### config.mk
export PLATFORM = sky130hd
export DESIGN_NAME = receiver
export DESIGN_NICKNAME = d
export VERILOG_FILES = /design/src/rtl/receiver_pkg.sv /design/src/rtl/receiver.sv
export SDC_FILE = /design/constraint.sdc
export NUM_CORES = 1
export LEC_CHECK = 0
export CORE_MARGIN = 2
export CORE_UTILIZATION = 45
export CTS_BUF_LIST = sky130_fd_sc_hd__clkbuf_16
export DETAILED_ROUTE_END_ITERATION = 10
export PLACE_DENSITY = 0.67
export SLEW_MARGIN = 20
export SYNTH_ARGS = -nofsm -noshare
export SYNTH_HDL_FRONTEND = slang
export SYNTH_SLANG_ARGS = --single-unit
### constraint.sdc
create_clock -name clk -period 3.19 [get_ports clk]
set_clock_uncertainty 0.05 [all_clocks]
set_input_delay 0.4785 -clock clk [delete_from_list [all_inputs] [get_ports clk]]
set_output_delay 0.4785 -clock clk [all_outputs]
set_load 0.01 [all_outputs]
### src/rtl/receiver_pkg.sv
// rtl/receiver_pkg.sv - shared serial frame constants and state encoding for the receive and transmit sides
package receiver_pkg;

  localparam int DATA_BITS  = 7;
  localparam int FRAME_BITS = 10;

  typedef enum logic [2:0] {
    ST_IDLE      = 3'd0,
    ST_DATA      = 3'd1,
    ST_PARITY    = 3'd2,
    ST_STOP      = 3'd3,
    ST_WAIT_HIGH = 3'd4
  } rx_state_e;

endpackage

### src/rtl/receiver.sv
// rtl/receiver.sv - 7E1 serial frame receiver sampling the line once per clk, with a one-frame output buffer
module receiver
  import receiver_pkg::*;
(
  input  logic                 clk,
  input  logic                 rstn,
  input  logic                 serial_in,
  output logic [DATA_BITS-1:0] data_out,
  output logic                 valid,
  input  logic                 ready,
  output logic                 parity_err,
  output logic                 frame_err,
  output logic                 overrun
);

  localparam logic [2:0] IDLE      = 3'(ST_IDLE);
  localparam logic [2:0] DATA      = 3'(ST_DATA);
  localparam logic [2:0] PARITY    = 3'(ST_PARITY);
  localparam logic [2:0] STOP      = 3'(ST_STOP);
  localparam logic [2:0] WAIT_HIGH = 3'(ST_WAIT_HIGH);

  localparam logic [2:0] LAST_BIT  = 3'(DATA_BITS - 1);

  logic [2:0]           state;
  logic [2:0]           cnt;
  logic [DATA_BITS-1:0] shreg;
  logic                 perr_q;

  always_ff @(posedge clk or negedge rstn) begin
    if (!rstn) begin
      state      <= IDLE;
      cnt        <= 3'd0;
      shreg      <= '0;
      perr_q     <= 1'b0;
      data_out   <= '0;
      valid      <= 1'b0;
      parity_err <= 1'b0;
      frame_err  <= 1'b0;
      overrun    <= 1'b0;
    end else begin
      overrun <= 1'b0;
      // A completing frame in STOP below overrides this clear.
      if (valid && ready) begin
        valid <= 1'b0;
      end

      case (state)
        IDLE: begin
          if (!serial_in) begin
            state <= DATA;
            cnt   <= 3'd0;
          end
        end

        DATA: begin
          shreg <= {serial_in, shreg[DATA_BITS-1:1]};
          if (cnt == LAST_BIT) begin
            cnt   <= 3'd0;
            state <= PARITY;
          end else begin
            cnt <= cnt + 3'd1;
          end
        end

        PARITY: begin
          perr_q <= serial_in ^ (^shreg);
          state  <= STOP;
        end

        STOP: begin
          if (!valid || ready) begin
            data_out   <= shreg;
            parity_err <= perr_q;
            frame_err  <= ~serial_in;
            valid      <= 1'b1;
          end else begin
            overrun <= 1'b1;
          end
          state <= serial_in ? IDLE : WAIT_HIGH;
        end

        // A broken stop bit leaves the line low; wait for it to idle before hunting a start bit.
        WAIT_HIGH: begin
          if (serial_in) begin
            state <= IDLE;
          end
        end

        default: state <= IDLE;
      endcase
    end
  end

endmodule

==> results.md <==
* Die Area at 0.002915 mm²
* Routed length per instance at 14.08 µm
* Crit. End Element: register
* YS warnings at 0
* Min Tclk post-route at 1852 ps
* Total gr overflow at 0
* Pwr/cell area at between 1000 and 1500 mW/mm²
* Setup crit start: ready
* Internal at 0.0009740 W
* Worst hold path class: register to register
* Drt first pass iters at 4
* Multi-input gate area at 469.2 µm²
* Critical path class: input port to register
* Rel. slew slack at 46.84%
* Clock power share at 19.7%
* Clk slew on worst S/H paths at 60 ps
* Synth Cell Area at 0.001125 mm²
* Hold Crit Start: data_out[3]
* Status: completed
* Routed vias at 690
* N_diodes at 0
* Final Hold Viols at 0
* DRC Markers at 0
* Worst Tran Pin Value at a little under 800 ps
* Antenna violations before repair at 0
* Stages on the worst setup path at 4
* FF+latch count, synth at 25
* Clk buf depth at 2
* DP HPWL at about 1300 µm
* Max FO, Critical Path at 9
* Num ports at 15
* R2r setup slk at 1440 ps
* FILL cells at 215
* Period utilisation layout at 58.05%
* Drt total wl at 1873 µm
* Max_cap viols at 0
* Sw Pwr at between 0.0004 and 0.0005 W
* Root Driver: clkbuf_16
* Post-Syn Nets at 90
* Reg power frac at 40.3%
* CTS Sinks at 25
* Switching share of power at 32.13%
* Core area at 0.002432 mm²
* Req. time, crit path at 3290 ps
* Setup TNS at 0 ps
* Initial core utilization at 46.24%
* Register area share after synthesis at 55.62%
* Placer Congestion at 0.7413
* Postcts setup bufs at 0
* Worst Path Buf+Inv at 1
* 1st-iter DRT viols at 9
* Row cnt at 18
* Number of global-route vias before repair at 613
* Port-buffer cells at 14
* Mapped Cells at 86
* Nets@finish at 108
* CTS resizes at 0
* WHS Endpoint: data_out[3]
* H-tree depth at 1
* Family with the most delay on the worst path: simple AND/OR/NAND/NOR gates
* Clock latency on the worst-skew pair at 260 ps
* Synthesized area per cell at around 13 µm²
* Slowest cell on the critical path: nor2b_2
* Reg2reg end: shreg[1]
* Share of cells above drive strength 1 at between 10% and 20%
* Crit path cell chain: clkdlybuf4s50_1, nand2b_2, nor2b_2, mux2_4
* Hold path cells at 1
* Combinational share of power at 40.1%
* Sequential Area at 625.6 µm²
* # setup viols final at 0
* Setup WS pre-CTS at approximately 1100 ps
* Setup WS post-layout at approximately 1300 ps
* Fmax at 540.0 MHz
* Largest net degree at the start of global routing at 26
* Die Width at between 50 and 60 µm
* First-pass GRT wire length at 2967 µm
* VDD IR-drop max at 0.0005693 V
* Reg2Reg Depth at 2
* Cts hold-fix bufs at 0
* Critical path arrival at around 2000 ps
* Crit start category: input port
* Die H at between 50 and 60 µm
* Reg-to-reg critical path startpoint: state[0]
* Total GRT Usage at 14.96%
* Crit-path max cell delay at 550 ps
* Unrepaired setup endpoints after global routing: false
* Area grow syn2layout at 21.91%
* Netlist cell types at 21
* CTS tree: yes
* Leak at just over 0.6 nW
* Post-DRT Antenna Nets at 0
* Count of pins over their slew limit at 0
* Via density at 5.188
* Total CTS buffers at 3
[power by group through the flow]
stage,Combinational (W),Sequential [W],Clock [W]
CTS,0.000582,0.000578,0.000286
global placement,0.000562,0.000574,0
floorplan,0.000397,0.000577,0
global route,0.000630,0.000595,0.000302
detailed placement,0.000578,0.000581,0
finish,0.000575,0.000578,0.000282
[flip-flops by register name (all words and copies together), names as in the netlist]
signal / flops
valid: 1
data_out: 7
shreg: 7
frame_err: 1
perr_q: 1
state: 3
cnt: 3
parity_err: 1
overrun: 1
[per-stage QoR]
| step | utilization [%] | total power (W) | hold WS, ps | instance area, µm² | std cells |
|---|---|---|---|---|---|
| 4_1_cts | 56.38 | 0.001446 | 461.8 | 1371 | 133 |
| 3_3_place_gp | 53.09 | 0.001137 | 442.1 | 1291 | 129 |
| 6_report | 56.38 | 0.001435 | 458.3 | 1371 | 133 |
| 2_1_floorplan | - | 0.0009736 | 132.9 | 1125 | 86 |
| 3_5_place_dp | 53.09 | 0.001159 | 447.0 | 1291 | 129 |
| 5_1_grt | 56.38 | 0.001528 | 476.3 | 1371 | 133 |
[layout by cell type, fill, tap and decap left out, types with 2 or more instances in the layout]
| cell type | count |
|---|---|
| inv_1 | 3 |
| clkbuf_16 | 3 |
| nand2b_1 | 2 |
| mux2_1 | 7 |
| o21ai_1 | 3 |
| mux2_4 | 9 |
| nand2_1 | 7 |
| dfrtp_1 | 25 |
| xnor2_1 | 7 |
| nor2_1 | 8 |
| clkdlybuf4s50_1 | 14 |
| a21oi_1 | 4 |
[worst max path at each step]
| stage | to |
|---|---|
| 2_1_floorplan | data_out[0] |
| 3_3_place_gp | data_out[5] |
| 3_5_place_dp | data_out[1] |
| 4_1_cts | data_out[5] |
| 5_1_grt | data_out[5] |
| 6_report | data_out[1] |
[final cells by class]
class | count | share of cell area [%]
sequential | 25 | 45.62
timing repair buffer | 15 | 10.77
tap | 30 | 2.737
multi-input combinational | 56 | 34.22
clock inverter | 1 | 0.3650
clock buffer | 3 | 5.474
inverter | 3 | 0.8212
[per-layer routing]
metal / share of wire, % / vias up / track usage (%)
met5: 0 / - / 0
met4: 2.6 / 0 / 10.00
met3: 3.7 / 5 / 4.167
met2: 45 / 19 / 19.72
met1: 48 / 345 / 21.10
li1: - / 321 / -
[synthesized netlist by cell type, drive strengths merged]
cell	number	area [µm²]
dfrtp	25	625.6
mux2	16	214.0
nor2	8	30.03
nand2	7	26.28
xnor2	7	61.31
a21oi	4	20.02
o21ai	4	20.01
inv	3	11.26
nand2b	3	21.27
buf	2	18.77
nor3b	2	20.02
nand3b	1	20.02
nor2b	1	8.760
o22a	1	8.760
o22ai	1	12.51
or3	1	6.260
[logic make-up after synthesis]
kind of cell	Yosys count	share of synthesized area (%)
flip-flops	25	55.62
AND/OR/NAND/NOR	23	11.79
multiplexers	16	19.02
AO/OA/AOI/OAI	10	5.450
XOR/XNOR	7	5.451
buffers and inverters	5	2.670
(Power assumes the default switching activity.)
